$ cat config.mk
export PLATFORM = sky130hd
export DESIGN_NAME = video_capture_ctrl
export DESIGN_NICKNAME = d
export VERILOG_FILES = /design/src/rtl/vcap_pkg.sv /design/src/rtl/vcap_edge_det.sv /design/src/rtl/video_capture_ctrl.sv
export SDC_FILE = /design/constraint.sdc
export NUM_CORES = 1
export LEC_CHECK = 0
export ABC_CLOCK_PERIOD_IN_PS = 3100
export CORE_UTILIZATION = 28
export CTS_CLUSTER_DIAMETER = 200
export DETAILED_ROUTE_END_ITERATION = 10
export PLACE_DENSITY = 0.51
export SYNTH_ARGS = -nofsm -noshare
export SYNTH_HDL_FRONTEND = slang
export SYNTH_HIERARCHICAL = 1
export SYNTH_SLANG_ARGS = --single-unit
$ cat constraint.sdc
create_clock -name clk -period 3.1 [get_ports clk]
set_input_delay 0.62 -clock clk [delete_from_list [all_inputs] [get_ports clk]]
set_output_delay 0.62 -clock clk [all_outputs]
set_load 0.02 [all_outputs]
$ cat src/rtl/vcap_pkg.sv
// ---------------------------------------------------------------------------
// vcap_pkg : shared types and sizing helpers for video_capture_ctrl
// Revision : 1.0
// ---------------------------------------------------------------------------
`default_nettype none

package vcap_pkg;

   typedef enum logic [1:0] {
      IDLE    = 2'd0,
      ARM     = 2'd1,
      CAPTURE = 2'd2,
      DONE    = 2'd3
   } vcap_state_e;

   localparam int RGB_W = 24;
   localparam int R_LSB = 16;
   localparam int G_LSB = 8;
   localparam int B_LSB = 0;

   function automatic int vcap_total(input int hdisp, input int vdisp);
      return hdisp * vdisp;
   endfunction

   // Width of a counter that must be able to hold the value max_val itself.
   function automatic int vcap_cnt_w(input int max_val);
      return (max_val < 1) ? 1 : $clog2(max_val + 1);
   endfunction

endpackage

`default_nettype wire

$ cat src/rtl/vcap_edge_det.sv
// ---------------------------------------------------------------------------
// vcap_edge_det : registers one input and flags its rising/falling edges
// Revision      : 1.0
// ---------------------------------------------------------------------------
`default_nettype none

module vcap_edge_det (
   input  logic clk,
   input  logic rst,
   input  logic sig_i,
   output logic rise_o,
   output logic fall_o
);

   logic sig_q;

   always_ff @(posedge clk or posedge rst) begin
      if (rst) begin
         sig_q <= 1'b0;
      end else begin
         sig_q <= sig_i;
      end
   end

   assign rise_o = ~sig_q & sig_i;
   assign fall_o = sig_q & ~sig_i;

endmodule

`default_nettype wire

$ cat src/rtl/video_capture_ctrl.sv
// ---------------------------------------------------------------------------
// video_capture_ctrl : skips START_FRAME frame boundaries, then writes one
//                      frame of 24-bit video into a linear frame-buffer port.
//                      Define VCAP_LINE_CHK_EN for per-line geometry checking.
// Revision           : 1.0
// ---------------------------------------------------------------------------
`default_nettype none

module video_capture_ctrl
   import vcap_pkg::*;
#(
   parameter int IMG_HDISP   = 640,
   parameter int IMG_VDISP   = 480,
   parameter int START_FRAME = 1,
   parameter int ADDR_W      = 19
) (
   input  logic              clk,
   input  logic              rst,
   input  logic              cap_start,
   output logic              cap_busy,
   output logic              cap_done,
   output logic              cap_err,
   input  logic              video_vsync,
   input  logic              video_hsync,
   input  logic              video_de,
   input  logic [RGB_W-1:0]  video_data,
   output logic              mem_we,
   output logic [ADDR_W-1:0] mem_addr,
   output logic [RGB_W-1:0]  mem_wdata
);

   localparam int TOTAL  = vcap_total(IMG_HDISP, IMG_VDISP);
   localparam int PIX_W  = vcap_cnt_w(TOTAL);
   localparam int SKIP_W = vcap_cnt_w(START_FRAME);

   vcap_state_e       state_q, state_d;
   logic [SKIP_W-1:0] skip_q, skip_d;
   logic [PIX_W-1:0]  pix_q, pix_d;
   logic              err_q, err_d;
   logic              we_q, we_d;
   logic [ADDR_W-1:0] addr_q, addr_d;
   logic [RGB_W-1:0]  wdata_q, wdata_d;

   logic fe;
   logic accept;
   logic pix_vld;
   logic line_err;
   logic unused_vs_rise;
   logic unused_hsync;

   assign unused_hsync = video_hsync;

   vcap_edge_det u_vs_edge (
      .clk    (clk),
      .rst    (rst),
      .sig_i  (video_vsync),
      .rise_o (unused_vs_rise),
      .fall_o (fe)
   );

   assign accept  = (state_q == IDLE) && cap_start;
   assign pix_vld = (state_q == CAPTURE) && video_de && !fe;

`ifdef VCAP_LINE_CHK_EN
   localparam int LEN_W   = vcap_cnt_w(IMG_HDISP);
   localparam int LINES_W = vcap_cnt_w(IMG_VDISP);

   logic [LEN_W-1:0]   len_q;
   logic [LINES_W-1:0] lines_q;
   logic               de_fall;
   logic               unused_de_rise;

   vcap_edge_det u_de_edge (
      .clk    (clk),
      .rst    (rst),
      .sig_i  (video_de),
      .rise_o (unused_de_rise),
      .fall_o (de_fall)
   );

   // Overflow pixels still count toward line length so long lines are caught.
   always_ff @(posedge clk or posedge rst) begin
      if (rst) begin
         len_q   <= '0;
         lines_q <= '0;
      end else if (accept) begin
         len_q   <= '0;
         lines_q <= '0;
      end else if (state_q == CAPTURE) begin
         if (de_fall) begin
            len_q <= '0;
            if (lines_q != '1) lines_q <= lines_q + 1'b1;
         end else if (pix_vld && len_q != '1) begin
            len_q <= len_q + 1'b1;
         end
      end
   end

   assign line_err = (state_q == CAPTURE) &&
                     ((de_fall && len_q != LEN_W'(IMG_HDISP)) ||
                      (fe && lines_q != LINES_W'(IMG_VDISP)));
`else
   assign line_err = 1'b0;
`endif

   always_comb begin
      state_d = state_q;
      skip_d  = skip_q;
      pix_d   = pix_q;
      err_d   = err_q;
      we_d    = 1'b0;
      addr_d  = addr_q;
      wdata_d = wdata_q;
      case (state_q)
         IDLE: begin
            if (cap_start) begin
               state_d = ARM;
               skip_d  = '0;
               pix_d   = '0;
               err_d   = 1'b0;
            end
         end
         ARM: begin
            if (fe) begin
               skip_d = skip_q + 1'b1;
               if (int'(skip_q) + 1 == START_FRAME) state_d = CAPTURE;
            end
         end
         CAPTURE: begin
            if (fe) begin
               state_d = DONE;
               if (pix_q != PIX_W'(TOTAL)) err_d = 1'b1;
            end else if (video_de) begin
               if (pix_q < PIX_W'(TOTAL)) begin
                  we_d    = 1'b1;
                  addr_d  = ADDR_W'(pix_q);
                  wdata_d = {video_data[R_LSB +: 8], video_data[G_LSB +: 8],
                             video_data[B_LSB +: 8]};
                  pix_d   = pix_q + 1'b1;
               end else begin
                  err_d = 1'b1;
               end
            end
            if (line_err) err_d = 1'b1;
         end
         DONE: begin
            state_d = IDLE;
         end
         default: begin
            state_d = IDLE;
         end
      endcase
   end

   always_ff @(posedge clk or posedge rst) begin
      if (rst) begin
         state_q <= IDLE;
         skip_q  <= '0;
         pix_q   <= '0;
         err_q   <= 1'b0;
         we_q    <= 1'b0;
         addr_q  <= '0;
         wdata_q <= '0;
      end else begin
         state_q <= state_d;
         skip_q  <= skip_d;
         pix_q   <= pix_d;
         err_q   <= err_d;
         we_q    <= we_d;
         addr_q  <= addr_d;
         wdata_q <= wdata_d;
      end
   end

   assign cap_busy  = (state_q != IDLE);
   assign cap_done  = (state_q == DONE);
   assign cap_err   = err_q;
   assign mem_we    = we_q;
   assign mem_addr  = addr_q;
   assign mem_wdata = wdata_q;

endmodule

`default_nettype wire
==> run summary <==
slowest stage delay, CP = 0.46 ns
Sum Neg Setup Slack = 0 ns
Slowest-stage cell, CP = clkdlybuf4s50_1
# resized after CTS = 0
initial antenna violation count = 0
vias in the first global route = 2,690
Die H = 109.9 µm
Worst-Margin Slew = 0.9746 ns
die area = 12,080 µm²
Detail Route Antenna Nets = 0
Max Clock Skew = 0.006603 ns
Synth Net Count = 396
VDD IR-drop max = 0.3782 mV
Leak = 2.099 nW
1st-pass router iterations = 6
RR Startpoint = state_q[0]
max cap viols = 0
gr usage total = 14.39%
CP Data Required Time = 3.31 ns
final WL = 8.031 mm
routability cong. = 0.8675
Final nets = 472
Final Hold Fails = 0
most common cell after layout, fill and taps aside = nand2_1
largest net degree at the start of global routing = 68
I/O pin count = 77
Chip Width = 109.9 µm
Max FO, Critical Path = 14
fmax = 408.0 MHz
critical path endpoint category = flip-flop
CTS Hold Bufs = 0
share of layout cells above drive strength 1 = 7.062%
syn_area_per_cell = 9.083 µm²
Total Power = 3.589 mW
CTS clock-pin slew for the worst setup and hold paths = 0.06 ns
Initial Utilization = 28.68%
Skew-Pair Late Insertion Delay = 0.33 ns
critical path's top delay family = simple AND/OR/NAND/NOR gates
via count = 2,717
Synth Instances = 359
Crit Path Category = in2reg
hold crit path type = in2async
Initial DRC Count = 187
WP buf/inv = 1
mapped cell area = 3261 µm²
Final Non-Filler Cells = 582
CP cell instances = clkdlybuf4s50_1 > and2b_2 > nor4bb_1 > o21ai_1 > and2_1 > a221o_1
WL/cell = 13.80 µm
first-pass GRT wire length = 13.19 mm
CP arrival = 2.66 ns
RSZ-0062 raised after global routing = no
Layout area overhead = 37.34%
startpoint types = input port
Vias/cell = 4.668
clk buf depth = 2
PortBufs = 75
core area = 11,370 µm²
Final setup viols = 0
number of fill cells = 1,203
ant diodes = 0
DRC = 0
clock sink count = 68
number of H-tree levels = 3
Cell Pwr Density = 801.4 nW/µm²
R2R depth = 6
Rel. slew slack = 34.59%
period utilisation layout = 79.07%
Slew Limit Fails = 0
Synth Warn # = 6
post-route minimum period = 2.451 ns
reg2reg end = pix_q[5]
num rows = 39
r2r setup slk = 0.70 ns
most frequent cells in the layout = nand2_1, clkdlybuf4s50_1, dfrtp_1
outcome = complete, no violations
cts bufs inserted = 9
Root Buffer = clkbuf_16
TritonCTS clock tree = built
Register Area = 1702 µm²
grt ovf = 0
post-placement cell count = 567
WHS = 0.4613 ns
multi-input logic area = 1435 µm²
dpl hpwl = 5.598 mm
postcts setup bufs = 0
-- area by class of cell --
class / instances / area share, %
Sequential cell: 68 / 38.00
Tap cell: 143 / 3.996
Inverter: 9 / 0.7544
Clock inverter: 4 / 1.118
Multi-Input combinational cell: 264 / 32.05
Timing Repair Buffer: 83 / 18.66
Clock buffer: 11 / 5.421
-- report_power, final --
group / leakage (nW) / switching (mW) / total [mW] / internal (mW)
Sequential: 0.904 / 0.140 / 1.24 / 1.10
Combinational: 1.06 / 0.756 / 1.33 / 0.578
Clock: 0.138 / 0.377 / 1.02 / 0.638
Total: 2.10 / 1.27 / 3.59 / 2.32
-- per-stage QoR --
stage	area, µm²	setup slack, ns	util, %
after floorplan	3261	0.7968	-
after global placement	4185	0.3209	36.81
after detailed placement	4185	0.3096	36.81
after CTS	4478	0.6443	39.39
after global routing	4478	0.5009	39.39
final	4478	0.6490	39.39
-- worst max path at each step --
stage               cells past startpoint        end         from
floorplan                               1    cap_err          rst
CTS                                     4   cap_busy   state_q[0]
detailed placement                      7  pix_q[11]  video_vsync
global placement                        7  pix_q[11]  video_vsync
finish                                  6   pix_q[5]  video_vsync
global route                            7  pix_q[11]  video_vsync
-- flip-flops by register name (all words and copies together), names as in the netlist --
| register | cells |
|---|---|
| mem_wdata | 24 |
| mem_addr | 19 |
| pix_q | 19 |
| state_q | 2 |
| cap_err | 1 |
| mem_we | 1 |
| skip_q | 1 |
| u_vs_edge/sig_q | 1 |
-- routing by layer --
layer,vias to the layer above,part of all wire (%),track usage [%]
li1,1348,-,-
met1,1276,48,18.88
met2,83,43,22.32
met3,10,6.9,3.794
met4,0,1.4,6.000
met5,-,0,0
Note: power is estimated with default switching activity, not from simulation.
